$ cat src/rtl/prog_loader.sv
// Program-memory writer for the MCX core: parses framed byte-stream images into 46-bit lines
// and holds the core in reset until an image loads with a good checksum.
module prog_loader #(
   parameter int unsigned DEPTH         = 16,
   parameter logic [7:0]  SYNC_BYTE     = 8'hA5,
   parameter int unsigned TIMEOUT       = 1000,
   parameter bit          HOLD_AT_RESET = 1'b1
) (
   input  logic        clk,
   input  logic        rst,
   input  logic [7:0]  in_data,
   input  logic        in_valid,
   output logic        in_ready,
   output logic        mem_we,
   output logic [3:0]  mem_addr,
   output logic [45:0] mem_data,
   output logic        cpu_hold,
   output logic        busy,
   output logic        done,
   output logic        err,
   output logic [1:0]  err_code,
   output logic [4:0]  lines_loaded
);

   localparam logic [2:0] StIdle  = 3'd0;
   localparam logic [2:0] StCount = 3'd1;
   localparam logic [2:0] StData  = 3'd2;
   localparam logic [2:0] StWrite = 3'd3;
   localparam logic [2:0] StCsum  = 3'd4;

   localparam int unsigned TW = (TIMEOUT < 2) ? 1 : $clog2(TIMEOUT + 1);
   localparam logic [TW-1:0] TMO_LAST = TW'(TIMEOUT - 1);
   localparam logic [7:0] DEPTH_B = 8'(DEPTH);

   logic [2:0]    state_q, state_d;
   logic [4:0]    n_q, n_d;
   logic [4:0]    line_q, line_d;
   logic [2:0]    byte_q, byte_d;
   logic [7:0]    csum_q, csum_d;
   logic [47:0]   asm_q, asm_d;
   logic [TW-1:0] tmo_q, tmo_d;
   logic          mem_we_q, mem_we_d;
   logic [3:0]    mem_addr_q, mem_addr_d;
   logic [45:0]   mem_data_q, mem_data_d;
   logic          hold_q, hold_d;
   logic          done_q, done_d;
   logic          err_q, err_d;
   logic [1:0]    code_q, code_d;
   logic [4:0]    lines_q, lines_d;
   logic          accept;
   logic          timed;

   assign in_ready = (state_q != StWrite);
   assign accept   = in_valid && in_ready;
   // Idle timer only runs while a frame is waiting on the stream.
   assign timed    = (state_q == StCount) || (state_q == StData) || (state_q == StCsum);

   always_comb begin
      state_d    = state_q;
      n_d        = n_q;
      line_d     = line_q;
      byte_d     = byte_q;
      csum_d     = csum_q;
      asm_d      = asm_q;
      tmo_d      = tmo_q;
      mem_we_d   = 1'b0;
      mem_addr_d = mem_addr_q;
      mem_data_d = mem_data_q;
      hold_d     = hold_q;
      done_d     = 1'b0;
      err_d      = 1'b0;
      code_d     = code_q;
      lines_d    = lines_q;

      case (state_q)
         StIdle: begin
            tmo_d = '0;
            if (accept && in_data == SYNC_BYTE) begin
               state_d = StCount;
               hold_d  = 1'b1;
            end
         end
         StCount: begin
            if (accept) begin
               if (in_data == 8'd0 || in_data > DEPTH_B) begin
                  err_d   = 1'b1;
                  code_d  = 2'd0;
                  state_d = StIdle;
               end else begin
                  n_d     = in_data[4:0];
                  line_d  = '0;
                  byte_d  = '0;
                  csum_d  = '0;
                  state_d = StData;
               end
            end
         end
         StData: begin
            if (accept) begin
               asm_d  = {asm_q[39:0], in_data};
               csum_d = csum_q ^ in_data;
               if (byte_q == 3'd0 && in_data[7:6] != 2'b00) begin
                  err_d   = 1'b1;
                  code_d  = 2'd2;
                  state_d = StIdle;
               end else if (byte_q == 3'd5) begin
                  byte_d     = '0;
                  mem_we_d   = 1'b1;
                  mem_addr_d = line_q[3:0];
                  mem_data_d = asm_d[45:0];
                  state_d    = StWrite;
               end else begin
                  byte_d = byte_q + 3'd1;
               end
            end
         end
         StWrite: begin
            tmo_d   = '0;
            line_d  = line_q + 5'd1;
            state_d = (line_d == n_q) ? StCsum : StData;
         end
         StCsum: begin
            if (accept) begin
               state_d = StIdle;
               if (in_data == csum_q) begin
                  done_d  = 1'b1;
                  lines_d = n_q;
                  hold_d  = 1'b0;
               end else begin
                  err_d  = 1'b1;
                  code_d = 2'd1;
               end
            end
         end
         default: state_d = StIdle;
      endcase

      if (timed) begin
         if (accept) begin
            tmo_d = '0;
         end else if (tmo_q == TMO_LAST) begin
            tmo_d   = '0;
            err_d   = 1'b1;
            code_d  = 2'd3;
            state_d = StIdle;
         end else begin
            tmo_d = tmo_q + 1'b1;
         end
      end
   end

   always_ff @(posedge clk) begin
      if (rst) begin
         state_q    <= StIdle;
         n_q        <= '0;
         line_q     <= '0;
         byte_q     <= '0;
         csum_q     <= '0;
         asm_q      <= '0;
         tmo_q      <= '0;
         mem_we_q   <= 1'b0;
         mem_addr_q <= '0;
         mem_data_q <= '0;
         hold_q     <= HOLD_AT_RESET;
         done_q     <= 1'b0;
         err_q      <= 1'b0;
         code_q     <= '0;
         lines_q    <= '0;
      end else begin
         state_q    <= state_d;
         n_q        <= n_d;
         line_q     <= line_d;
         byte_q     <= byte_d;
         csum_q     <= csum_d;
         asm_q      <= asm_d;
         tmo_q      <= tmo_d;
         mem_we_q   <= mem_we_d;
         mem_addr_q <= mem_addr_d;
         mem_data_q <= mem_data_d;
         hold_q     <= hold_d;
         done_q     <= done_d;
         err_q      <= err_d;
         code_q     <= code_d;
         lines_q    <= lines_d;
      end
   end

   assign mem_we       = mem_we_q;
   assign mem_addr     = mem_addr_q;
   assign mem_data     = mem_data_q;
   assign cpu_hold     = hold_q;
   assign busy         = (state_q != StIdle);
   assign done         = done_q;
   assign err          = err_q;
   assign err_code     = code_q;
   assign lines_loaded = lines_q;

endmodule

$ cat config.mk
export PLATFORM = sky130hd
export DESIGN_NAME = prog_loader
export DESIGN_NICKNAME = d
export VERILOG_FILES = /design/src/rtl/prog_loader.sv
export SDC_FILE = /design/constraint.sdc
export NUM_CORES = 1
export LEC_CHECK = 0
export ABC_CLOCK_PERIOD_IN_PS = 2000
export BUFFER_PORTS_ARGS = -buffer_cell sky130_fd_sc_hd__buf_2
export CAP_MARGIN = 10
export CELL_PAD_IN_SITES_DETAIL_PLACEMENT = 1
export CELL_PAD_IN_SITES_GLOBAL_PLACEMENT = 1
export CORE_MARGIN = 4
export CORE_UTILIZATION = 38
export DETAILED_ROUTE_END_ITERATION = 8
export PLACE_DENSITY_LB_ADDON = 0.1
export SETUP_SLACK_MARGIN = 0.5
export SLEW_MARGIN = 15
export SYNTH_ARGS = -nofsm -noshare
export SYNTH_HDL_FRONTEND = slang
export SYNTH_SLANG_ARGS = --single-unit
$ cat constraint.sdc
create_clock -name clk -period 2 [get_ports clk]
set_input_delay 0.4 -clock clk [delete_from_list [all_inputs] [get_ports clk]]
set_output_delay 0.4 -clock clk [all_outputs]
set_load 0.1 [all_outputs]
==> reports/metrics.yaml <==
synthesis:
  synth.distinct_cells: 51
  syn-cell-area_um2: 5300
  fraction_of_the_mapped_netlist_area_in_compound_gates_pct: 15.1
  synth-simple-area-share_pct: 25.1
  postSynthAreaPerCell_um2: 7.96
  mappedNetlistNets: 679
  gate_count_after_technology_mapping: 666
  yosys_warnings: 0
  yosys.area_share.adder_pct: 0.472
  async_sr_flop_fraction_pct: 0
  ys.flop_type: "dfxtp_1"
  yosys.area_share.xor_xnor_pct: 3.64
  synth_top_family_by_area: "simple AND/OR/NAND/NOR gates"
  count_of_flip_flops_with_a_built_in_enable_after_synthesis: 0
  ys_seq_elements: 133
  seq_area_frac_synth_pct: 50.2
  synthMuxAreaShare_pct: 1.32
layout:
  multi_input_comb_area_um2: 3560
  final_common_cell: "dfxtp_1"
  n_fill_cell: 1421
  n_antenna_cell: 0
  post_route_cell_area_um2: 8850
  final-seq-area_um2: 2680
  fraction_of_final_layout_cells_sized_beyond_drive_strength_1_pct: 51.9
  final_net_count: 813
  layout_common_cells: "dfxtp_1 (126), nand2_1 (120), a21oi_2 (86)"
  flow.area_growth_from_synthesis_pct: 66.9
route:
  drc: 0
  first_pass_iters: 5
  vias: 5636
  routed_wl_mm: 24.0
  ant_nets: 0
  avgRoutedWirePerCell_um: 24.3
  route.detailed.vias_per_inst: 5.70
  initialDrtViolationCount: 497
clocking:
  clk_pin_slew_ps: 60
  hold_buffers: 0
  cts_buffer_depth: 2
  worst_skew_pair.late_latency_ps: 440
  tritoncts: "built"
  clock_sink_count: 133
  cts-root-buf: "clkbuf_16"
  cts_inserted_buffers: 17
  htree_levels: 4
grt:
  first_global_vias: 5570
  grt_overflow_total: 0
  maximum_number_of_pins_on_one_net_before_global_route_repair: 47
  groute.usage.overall_pct: 22.4
  antenna_violations_before_repair: 0
  grt_pass1_wl_mm: 28.7
power:
  vdd.ir_drop.worst_mv: 0.594
  sequentialPowerShare_pct: 44.8
  internal_power_mw: 4.47
  p_clk_share_pct: 52.0
  static-leakage-power_nw: 3.89
  powerDensity_nw_per_um2: 667
  power.switching_mw: 1.43
  power.combinational.fraction_pct: 3.2
  power.share.switching_pct: 24.3
worst_setup_path:
  worstSetupEndpointType: "flop"
  worst-endpoint-arrival_ps: 2330
  cp_cell_sequence: "buf_4, inv_1, nand2_1, nor4_1, buf_4, a311oi_1, nor2_1"
  crit_top_cell: "buf_4"
  cp.required_ps: 2370
  worstSetupStartpointType: "flop"
  critPathMaxStageDelay_ps: 600
  timing.critical_path.slowest_stage_cell: "nor4_1"
  critPathMaxFanout: 7
  worstSetupPathType: "flop to flop"
floorplan:
  placementRows: 42
  design.die.area_um2: 15900
  chipWidth_um: 126
  design.portCount: 74
  dieHeight_um: 126
  fp.coreArea_um2: 13500
  initial_core_util_pct: 39.4
run_status:
  run_status: "completed"
sta:
  slew-limit-headroom_pct: 58.4
  worst_slew_pin_slew_ps: 619
  maxSlewViolCount: 0
  setup_viol: 0
  grt_setup_unrepaired: "true"
  hold_viol_final: 0
  min_period_over_period_pct: 98.2
  clock-skew-final_ps: 10.1
  max_freq_mhz: 509
  post-route-min-period_ps: 1960
  finalWorstSetupSlack_ps: 36.2
place:
  finalWeightedCongestion: 0.788
  dp_worst_setup_slack_ps: -6.45
  placement.cell_area_um2: 6040
  port_buffers: 73
  place_hpwl_mm: 10.2
job:
  count_of_max_cap_constraint_violations: 0
worst_hold_path:
  worstHoldPathType: "input pin to flop"
registers in the layout, summed over array words and instances, names as in the netlist:
name and cells:
tmo_q 10, byte_q 3, line_q 5, mem_addr 4, mem_we 1, asm_q 38
n_q 5, lines_loaded 5, cpu_hold 1, err_code 2, mem_data 46, err 1
done 1, state_q 3, csum_q 8
per-layer routing:
layer  part of all wire [%]  global-route usage [%]  routed length [um]
met2                     51                    39.1               12300
met5                      0                       0                   0
met4                    3.3                    8.96                 790
met1                     41                    27.0                9780
met3                    4.9                    4.53                1170
path summary, 6_finish.rpt:
check | depth (start not counted) | startpoint | slack, ps | end
hold / removal | 3 | in_data[0] | 300 | asm_q[0]
hold reg to reg | 2 | mem_data[14] | 470 | mem_data[14]
setup reg to reg | 7 | state_q[0] | 40 | state_q[0]
setup / recovery | 7 | state_q[0] | 40 | state_q[0]
power by group through the flow:
stage | registers, mW | clock network, mW | logic, mW
after floorplan | 2.71 | 0 | 0.0986
after global placement | 2.71 | 0 | 0.132
after detailed placement | 2.71 | 0 | 0.133
after CTS | 2.65 | 3.02 | 0.147
after global routing | 2.64 | 3.20 | 0.192
final | 2.64 | 3.07 | 0.186
per-stage QoR:
step / utilization (%) / std cells / power (mW) / hold slack, ps / setup TNS [ps]
final: 65.8 / 989 / 5.90 / 299 / 0
after floorplan: - / 666 / 2.81 / 432 / 0
after global placement: 44.9 / 896 / 2.84 / 442 / 0
after detailed placement: 44.9 / 896 / 2.84 / 447 / -6.45
after CTS: 56.7 / 966 / 5.81 / 281 / 0
after global routing: 65.8 / 989 / 6.04 / 313 / 0
critical path: cells and delay by family (launching register included):
family / cells / cell delay, ps
simple gates: 3 / 870
buf+inv: 3 / 610
flops: 1 / 370
compound gates: 1 / 50
Yosys cell counts (all sizes together), types with 2 or more instances:
| cell type | count | area, um2 |
|---|---|---|
| nor2 | 42 | 158 |
| inv | 3 | 11.3 |
| ha | 2 | 25.0 |
| xor2 | 14 | 123 |
| mux2i | 7 | 70.1 |
| nor4b | 2 | 17.5 |
| nor2b | 3 | 18.8 |
| buf | 17 | 85.1 |
| nand4 | 5 | 37.5 |
| nor4 | 5 | 50.1 |
| nand4b | 2 | 17.5 |
| o21ai | 15 | 78.8 |
| a21oi | 112 | 561 |
| or3 | 4 | 25.0 |
| a21o | 2 | 15.0 |
| nand2 | 200 | 751 |
| and3 | 2 | 12.5 |
| or4b | 2 | 20.0 |
| nand3 | 9 | 45.0 |
| xnor2 | 8 | 70.1 |
| nor3 | 10 | 50.1 |
| dfxtp | 133 | 2660 |
| nand3b | 3 | 22.5 |
| clkbuf | 33 | 124 |
| nor3b | 4 | 35.0 |
| a311oi | 3 | 26.3 |
| nand2b | 3 | 18.8 |
| o21bai | 2 | 15.0 |
| a31oi | 5 | 31.3 |
kinds of logic after synthesis:
group,Yosys count
adders and majority gates,2
muxes,7
DFF,133
buffers and inverters,53
and+or+nand+nor,302
AOI/OAI and AO/OA,147
xor gates and xnor gates,22
layout make-up:
type                       instances  share of cell area [%]
multi-input combinational        482                    40.3
clock buffer                      20                    5.16
tap                              176                    2.49
clock inverter                    12                    1.19
inverter                           3                   0.156
sequential                       133                    30.3
timing repair buffer             163                    20.5
repair_timing:
item,CTS,global route
gates cloned,10,9
pin swaps,38,94
resized for setup,192,250
buffers inserted,28,14
setup endpoints to repair,194,152
No activity file was read; power rests on OpenSTA's default activity.
